## config.mk

```make
export PLATFORM = sky130hd
export DESIGN_NAME = uart_letter_rx
export DESIGN_NICKNAME = d
export VERILOG_FILES = /design/src/rtl/uart_letter_rx.sv
export SDC_FILE = /design/constraint.sdc
export NUM_CORES = 1
export LEC_CHECK = 0
export BUFFER_PORTS_ARGS = -buffer_cell sky130_fd_sc_hd__buf_2
export CAP_MARGIN = 5
export CORE_AREA = 2 2 58 88
export DETAILED_ROUTE_END_ITERATION = 12
export DIE_AREA = 0 0 60 90
export GPL_ROUTABILITY_DRIVEN = 0
export SLEW_MARGIN = 10
export SYNTH_ARGS = -nofsm -noshare
export SYNTH_HDL_FRONTEND = slang
export SYNTH_SLANG_ARGS = --single-unit
```

## constraint.sdc

```tcl
create_clock -name clk_in -period 3.3 [get_ports clk_in]
set_clock_uncertainty 0.15 [all_clocks]
set_input_delay 0.165 -clock clk_in [delete_from_list [all_inputs] [get_ports clk_in]]
set_output_delay 0.165 -clock clk_in [all_outputs]
set_load 0.03 [all_outputs]
```

## src/rtl/uart_letter_rx.sv

```systemverilog
// 8N1 UART receiver that converts ASCII letters and space into 5-bit letter codes
// (A-Z/a-z -> 0..25, space -> 26). Other bytes are dropped; bad stop bits pulse frame_err_out.
module uart_letter_rx #(
    parameter int CLKS_PER_BIT = 868
) (
    input  logic       clk_in,
    input  logic       rst_n_in,
    input  logic       uart_rx_in,
    output logic       data_valid_out,
    output logic [4:0] data_out,
    output logic       frame_err_out
);

    localparam int               CNT_W       = $clog2(CLKS_PER_BIT) + 1;
    localparam logic [CNT_W-1:0] HALF_CNT    = CNT_W'(CLKS_PER_BIT / 2);
    localparam logic [CNT_W-1:0] LAST_CNT    = CNT_W'(CLKS_PER_BIT - 1);
    localparam logic [CNT_W-1:0] CNT_ONE     = CNT_W'(1);
    localparam int               SYNC_STAGES = 2;

    localparam logic [2:0] ST_IDLE      = 3'd0;
    localparam logic [2:0] ST_START     = 3'd1;
    localparam logic [2:0] ST_DATA      = 3'd2;
    localparam logic [2:0] ST_STOP      = 3'd3;
    localparam logic [2:0] ST_WAIT_HIGH = 3'd4;

    logic [SYNC_STAGES-1:0] sync_reg;
    logic [SYNC_STAGES-1:0] sync_next;
    logic                   rx_bit;

    logic [2:0]       state_reg,      state_next;
    logic [CNT_W-1:0] cnt_reg,        cnt_next;
    logic [2:0]       bit_idx_reg,    bit_idx_next;
    logic [7:0]       shift_reg,      shift_next;
    logic             data_valid_reg, data_valid_next;
    logic [4:0]       data_reg,       data_next;
    logic             frame_err_reg,  frame_err_next;

    logic             map_hit;
    logic [4:0]       map_code;

    genvar gi;
    generate
        for (gi = 0; gi < SYNC_STAGES; gi++) begin : gen_sync
            if (gi == 0) begin : g_first
                assign sync_next[gi] = uart_rx_in;
            end else begin : g_chain
                assign sync_next[gi] = sync_reg[gi-1];
            end
        end
    endgenerate

    assign rx_bit = sync_reg[SYNC_STAGES-1];

    // Upper- and lower-case letters share the same low five bits (1..26 for A..Z).
    always_comb begin
        map_hit  = 1'b0;
        map_code = 5'd0;
        if ((shift_reg >= 8'h41 && shift_reg <= 8'h5A) ||
            (shift_reg >= 8'h61 && shift_reg <= 8'h7A)) begin
            map_hit  = 1'b1;
            map_code = shift_reg[4:0] - 5'd1;
        end else if (shift_reg == 8'h20) begin
            map_hit  = 1'b1;
            map_code = 5'd26;
        end
    end

    always_comb begin
        state_next      = state_reg;
        cnt_next        = cnt_reg;
        bit_idx_next    = bit_idx_reg;
        shift_next      = shift_reg;
        data_valid_next = 1'b0;
        data_next       = data_reg;
        frame_err_next  = 1'b0;

        case (state_reg)
            ST_IDLE: begin
                if (!rx_bit) begin
                    state_next   = ST_START;
                    cnt_next     = '0;
                    bit_idx_next = 3'd0;
                end
            end

            // A start bit that is high again at its centre was a glitch.
            ST_START: begin
                if (cnt_reg == HALF_CNT) begin
                    cnt_next   = '0;
                    state_next = rx_bit ? ST_IDLE : ST_DATA;
                end else begin
                    cnt_next = cnt_reg + CNT_ONE;
                end
            end

            ST_DATA: begin
                if (cnt_reg == LAST_CNT) begin
                    cnt_next   = '0;
                    shift_next = {rx_bit, shift_reg[7:1]};
                    if (bit_idx_reg == 3'd7) begin
                        state_next = ST_STOP;
                    end else begin
                        bit_idx_next = bit_idx_reg + 3'd1;
                    end
                end else begin
                    cnt_next = cnt_reg + CNT_ONE;
                end
            end

            // Leaving at the stop-bit centre leaves half a bit to catch a following start bit.
            ST_STOP: begin
                if (cnt_reg == LAST_CNT) begin
                    cnt_next = '0;
                    if (rx_bit) begin
                        state_next = ST_IDLE;
                        if (map_hit) begin
                            data_valid_next = 1'b1;
                            data_next       = map_code;
                        end
                    end else begin
                        frame_err_next = 1'b1;
                        state_next     = ST_WAIT_HIGH;
                    end
                end else begin
                    cnt_next = cnt_reg + CNT_ONE;
                end
            end

            ST_WAIT_HIGH: begin
                if (rx_bit) begin
                    state_next = ST_IDLE;
                end
            end

            default: begin
                state_next = ST_IDLE;
                cnt_next   = '0;
            end
        endcase
    end

    always_ff @(posedge clk_in or negedge rst_n_in) begin
        if (!rst_n_in) begin
            sync_reg       <= '1;
            state_reg      <= ST_IDLE;
            cnt_reg        <= '0;
            bit_idx_reg    <= 3'd0;
            shift_reg      <= 8'd0;
            data_valid_reg <= 1'b0;
            data_reg       <= 5'd0;
            frame_err_reg  <= 1'b0;
        end else begin
            sync_reg       <= sync_next;
            state_reg      <= state_next;
            cnt_reg        <= cnt_next;
            bit_idx_reg    <= bit_idx_next;
            shift_reg      <= shift_next;
            data_valid_reg <= data_valid_next;
            data_reg       <= data_next;
            frame_err_reg  <= frame_err_next;
        end
    end

    assign data_valid_out = data_valid_reg;
    assign data_out       = data_reg;
    assign frame_err_out  = frame_err_reg;

endmodule

```

==> results.yml, run 1 <==
clock_tree:
  insertion_delay_ns: 0.30
  clk_path_buf_depth: 2
  cts_root_buf: "clkbuf_8"
  htreeDepth: 2
  cts_tree: "yes"
  cts.clk_slew.worst_paths_ns: 0.07
  cts.sinks: 34
  cts_made_buffers: 5
  cts_setup_buffers: 0
yosys:
  synth_warnings: 0
  mappedNetlistNets: 189
  async_flop_share: 1.00
  synth-edff-count: 0
  synth.area.top_cells: "dfrtp_1, ha_1, a31oi_1, nand2_1, mux2_2"
  ys.flop_type: "dfrtp_1"
  synth_area_leader_cell: "dfrtp_1"
  ys_seq_elements: 34
  yosys.cell_count.top_type: "dfrtp_1"
  synth_area_um2: 1800
  ys_seq_area_frac: 0.475
  syn-instance-count: 178
  yosys-top-cells-count: "dfrtp_1, nand2_1, a31oi_1, inv_1, nor2_1"
  synthDistinctLibCells: 40
  syn_area_per_cell_um2: 10.1
  synth_top_cell_area_share: 0.446
power:
  power.density_nw_per_um2: 445
  power.leakage_nw: 0.941
  peakVddDrop_uv: 217
timing:
  fin_hold_ws_ns: 0.209
  fmax_mhz: 441
  setup_viol_count_final: 0
  worstMarginPinSlew_ns: 0.752
  min_period_over_period: 0.686
  min_period_ns: 2.27
  drv_slew: 0
  rsz0062_at_grt: "false"
  setup_slack_ns: 1.03
  finalSetupTns_ns: 0
  max-slew-margin-rel: 0.498
  hold_violations: 0
drt:
  vias_per_cell: 5.17
  wl_um: 3400
  wl_per_cell_um: 13.2
  first_iter_violations: 36
  vias: 1328
  dr.pass1.iters: 4
  antenna_left: 0
  drc: 0
hold_path:
  hold_class: "flop to flop"
placement:
  placed_area_um2: 1890
  post-place-ws_ns: 1.03
  hpwl_um: 2350
  port_buffers: 9
cells_and_area:
  fillers: 470
  fin_area_um2: 2050
  syn2layout_area_growth_pct: 14.3
  largest_reg_flops: 11
  n_antenna_cell: 0
  final_util: 0.437
  drive_gt1_frac: 0.188
  fin_nets: 201
worst_setup_path:
  cpMostUsedCell: "or3_4"
  cp_slowest_stage_delay_ns: 0.46
  arrival_ns: 2.29
  slowest_stage: "dfrtp_1"
  crit_chain: "or3_4, nor3_4, a31oi_1, or3_4, mux2_4"
  worstSetupPathType: "flop to flop"
  endpoint_kind: "flop"
  path_max_fanout: 8
  crit_path_start_kind: "flop"
  required_ns: 3.33
grt:
  grt_usage: 0.146
  grt_overflow: 0
  grt_pass1_wl_um: 6020
  grt_max_degree: 35
  antenna_found_initial: 0
  grt_pass1_vias: 1337
run:
  timing.max_cap.violations: 0
floorplanning:
  ios: 10
  fp.dieW_um: 60
  initial_utilization: 0.383
  coreArea_um2: 4690
  die_y_um: 90
  die_area_um2: 5400
  rows: 31
run_status:
  outcome: "complete, no violations"
[routing by layer]
layer  vias up  GRT usage  wire [um]  share of wire
met1       642      0.162       1410           0.42
met3         9     0.0302         87          0.026
met4         0     0.0870        121          0.036
li1        656          -          -              -
met2        21      0.243       1780           0.52
met5         -          0          0              0
[path summary, 6_finish.rpt]
check,start,end,slack (ns),depth (start not counted)
min in group asynchronous,rst_n_in,shift_reg[0],0.32,2
min,sync_reg[0],sync_reg[1],0.21,0
max in group asynchronous,rst_n_in,shift_reg[5],2.19,2
max,cnt_reg[3],bit_idx_reg[0],1.03,5
min reg2reg,sync_reg[0],sync_reg[1],0.21,0
max reg2reg,cnt_reg[3],bit_idx_reg[0],1.03,5
[metrics by stage]
step | cells | total power (W)
final | 257 | 0.000914
after global routing | 257 | 0.000942
after CTS | 257 | 0.000926
after detailed placement | 247 | 0.000440
after global placement | 247 | 0.000440
after floorplan | 178 | 0.000429
[area by class of cell]
| class | count | area, um2 | area share |
|---|---|---|---|
| tap | 66 | 82.6 | 0.0402 |
| sequential | 34 | 853 | 0.416 |
| inverter | 12 | 45.0 | 0.0219 |
| timing repair buffer | 13 | 80.1 | 0.0390 |
| multi-input combinational | 124 | 850 | 0.414 |
| clock inverter | 2 | 60.1 | 0.0293 |
| clock buffer | 6 | 82.6 | 0.0402 |
[power by group]
part / total [W] / leakage (nW) / internal, W / switching (W)
registers: 0.000420 / 0.453 / 0.000419 / 0.00000170
logic: 0.0000119 / 0.417 / 0.00000291 / 0.00000895
clock network: 0.000482 / 0.0714 / 0.000322 / 0.000160
total: 0.000914 / 0.941 / 0.000744 / 0.000170
[worst max-delay path, delay by kind of cell, from the launching register on]
family,cells,cell delay (ns)
and+or+nand+nor,3,1.11
DFF,1,0.46
muxes,1,0.30
AOI/OAI and AO/OA,1,0.13
[cell families (layout without fill, tap and decap cells)]
| family | after synthesis | in the layout | synth area share |
|---|---|---|---|
| flops | 34 | 34 | 0.475 |
| simple gates | 63 | 63 | 0.191 |
| mux | 12 | 12 | 0.0738 |
| compound gates | 38 | 38 | 0.138 |
| buf+inv | 20 | 33 | 0.0522 |
| fa+ha+maj | 8 | 8 | 0.0557 |
| xor+xnor | 3 | 3 | 0.0146 |
[placed cells by master (no fill, tap or decap), types with 4 or more instances in the layout]
master    netlist  final
a31oi_1        12     12
nor2_1         10     10
nand2_1        18     18
dfrtp_1        32     32
mux2_2          6      6
ha_1            8      8
mux2i_1         5      5
a21oi_1         9      9
nand3_1         8      8
a41oi_1         4      4
buf_2           2      9
inv_1          12     12
clkbuf_8        0      6
nand2b_1        5      5
nor3_1          6      6
[what timing repair did]
| action | CTS | global route |
|---|---|---|
| endpoints found under the hold margin | 33 | 0 |
| gates resized for setup | 0 | 0 |
| hold buffers | 2 | 0 |
No activity file was read; power rests on OpenSTA's default activity.
==> inputs of run 2 (changes only) <==
- clock period: 3.3 -> 2.3 ns (I/O delays scaled with it)
==> run 2 against run 1 <==
Wire length decreased by 0.47%. Die area did not move. Cell count is 2.3% higher. First-iteration DRC count is 5.6% lower. Clock-buffer cell count increased by 1. Critical path depth unchanged. Maximum frequency grew 7.6%. Non-clock buffer count up 6. Critical path type unchanged. Sequential cell count stayed put. Largest cell class unchanged. Core utilization is 0.13 points lower. Setup slack got worse by 0.84 ns. Highest routed layer unchanged. Worst hold slack got worse by 0.0021 ns.
==> results.yml, run 2 (synthesis results as in run 1) <==
clock_tree:
  htreeDepth: 2
  cts_root_buf: "clkbuf_8"
  cts.sinks: 34
  insertion_delay_ns: 0.29
  cts.clk_slew.worst_paths_ns: 0.07
  cts_resized: 0
  clk_path_buf_depth: 2
  holdBufCountCts: 2
  cts_made_buffers: 5
  cts_setup_buffers: 0
  cts_tree: "yes"
worst_setup_path:
  cp_top_family: "simple AND/OR/NAND/NOR gates"
  cpMostUsedCell: "or3_4"
  worstSetupPathType: "flop to flop"
  critPathLaunch: "cnt_reg[2]"
  cp_slowest_stage_delay_ns: 0.41
  crit_path_start_kind: "flop"
  crit_chain: "or3_4, nor3_4, a31oi_1, or3_4, mux2_4"
  required_ns: 2.32
  slowest_stage: "or3_4"
  r2r-start: "cnt_reg[2]"
  path_max_fanout: 5
  worst-path-buf-inv: 0
  rrSetupSlack_ns: 0.20
  endpoint_kind: "flop"
  arrival_ns: 2.12
floorplanning:
  die_area_um2: 5400
  ios: 10
  fp.dieW_um: 60
  initial_utilization: 0.383
  die_y_um: 90
  coreArea_um2: 4690
  rows: 31
placement:
  hpwl_um: 2400
  port_buffers: 9
  place_inst: 253
cells_and_area:
  final_cells: 263
  multiInputGateArea_um2: 850
  syn2layout_area_growth_pct: 13.9
  layout_commonest_cell: "dfrtp_1"
  fin_nets: 207
  fillers: 482
  layout_common_cells: "dfrtp_1, nand2_1, inv_1, a31oi_1, nor2_1"
  regArea_um2: 853
  largest_reg_flops: 11
  drive_gt1_frac: 0.208
  n_antenna_cell: 0
power:
  pwr-share-comb: 0.016
  switchingPower_w: 0.000222
  power.internal_w: 0.000847
  power.leakage_nw: 0.951
  power.share.clock: 0.419
  peakVddDrop_uv: 368
  swShare: 0.208
  power.density_nw_per_um2: 522
  share_seq_of_total_power: 0.565
drt:
  wl_met2_um: 1700
  antenna_left: 0
  wl_um: 3380
  vias_per_cell: 5.05
  dr.pass1.iters: 4
  drc: 0
  first_iter_violations: 34
  wl_per_cell_um: 12.9
  top_layer_used: "met4"
  wl_met3_um: 114
  vias: 1329
  m1WireLength_um: 1470
timing:
  drv_slew: 0
  max-slew-margin-rel: 0.499
  fin_hold_ws_ns: 0.207
  min_period_ns: 2.10
  fmax_mhz: 475
  min_period_over_period: 0.915
  worstMarginPinSlew_ns: 0.752
  setup_viol_count_final: 0
  rsz0062_at_grt: "false"
  finalSetupTns_ns: 0
  hold_violations: 0
grt:
  antenna_found_initial: 0
  grt_pass1_vias: 1302
  grt_overflow: 0
  grt_usage: 0.148
  grt_pass1_wl_um: 6100
  grt_max_degree: 35
hold_path:
  min_from: "sync_reg[0]"
  hold_class: "flop to flop"
run_status:
  outcome: "complete, no violations"
run:
  timing.max_cap.violations: 0
run 2: cell count changes in the layout (fill, tap and decap cells not counted), sizes merged:
cell,before,now
buf,11,17
bufinv,2,0
clkbuf,6,7
clkinv,0,1
run 2: path summary, 6_finish.rpt:
path | cells past startpoint | endpoint
worst max-delay path | 5 | bit_idx_reg[0]
worst max register to register | 5 | bit_idx_reg[0]
worst min register to register | 0 | sync_reg[1]
worst min-delay path | 0 | sync_reg[1]
max in group asynchronous | 2 | bit_idx_reg[1]
min in group asynchronous | 2 | shift_reg[3]
run 2: power by group through the flow:
stage / Clock [W] / Combinational, W / Sequential (W)
6_report: 0.000448 / 0.0000170 / 0.000604
2_1_floorplan: 0 / 0.00000360 / 0.000613
5_1_grt: 0.000496 / 0.0000211 / 0.000603
3_3_place_gp: 0 / 0.0000157 / 0.000615
3_5_place_dp: 0 / 0.0000160 / 0.000615
4_1_cts: 0.000469 / 0.0000186 / 0.000603
run 2: worst reg2reg max path: stages, from the launching register on:
cell	delay, ns
dfrtp_1	0.38
or3_4	0.41
nor3_4	0.26
a31oi_1	0.12
or3_4	0.37
mux2_4	0.31
run 2: cell type report:
class | instances | area share
clock buffers | 7 | 0.0422
clock inverters | 1 | 0.00244
well taps | 66 | 0.0403
repair buffers | 19 | 0.0611
inverters | 12 | 0.0220
flip-flops and latches | 34 | 0.417
multi-input cells | 124 | 0.415
run 2: routing by layer:
layer  vias up  track usage
met4         0       0.0796
met3         7       0.0403
met1       629        0.180
met2        20        0.230
met5         -            0
li1        673            -
run 2: through the flow:
stage	setup slack [ns]	utilization	total power (W)	cell area, um2
6_report	0.196	0.436	0.00107	2050
3_3_place_gp	0.245	0.412	0.000630	1940
2_1_floorplan	0.116	-	0.000616	1800
3_5_place_dp	0.215	0.412	0.000631	1940
4_1_cts	0.187	0.436	0.00109	2050
5_1_grt	0.0534	0.436	0.00112	2050
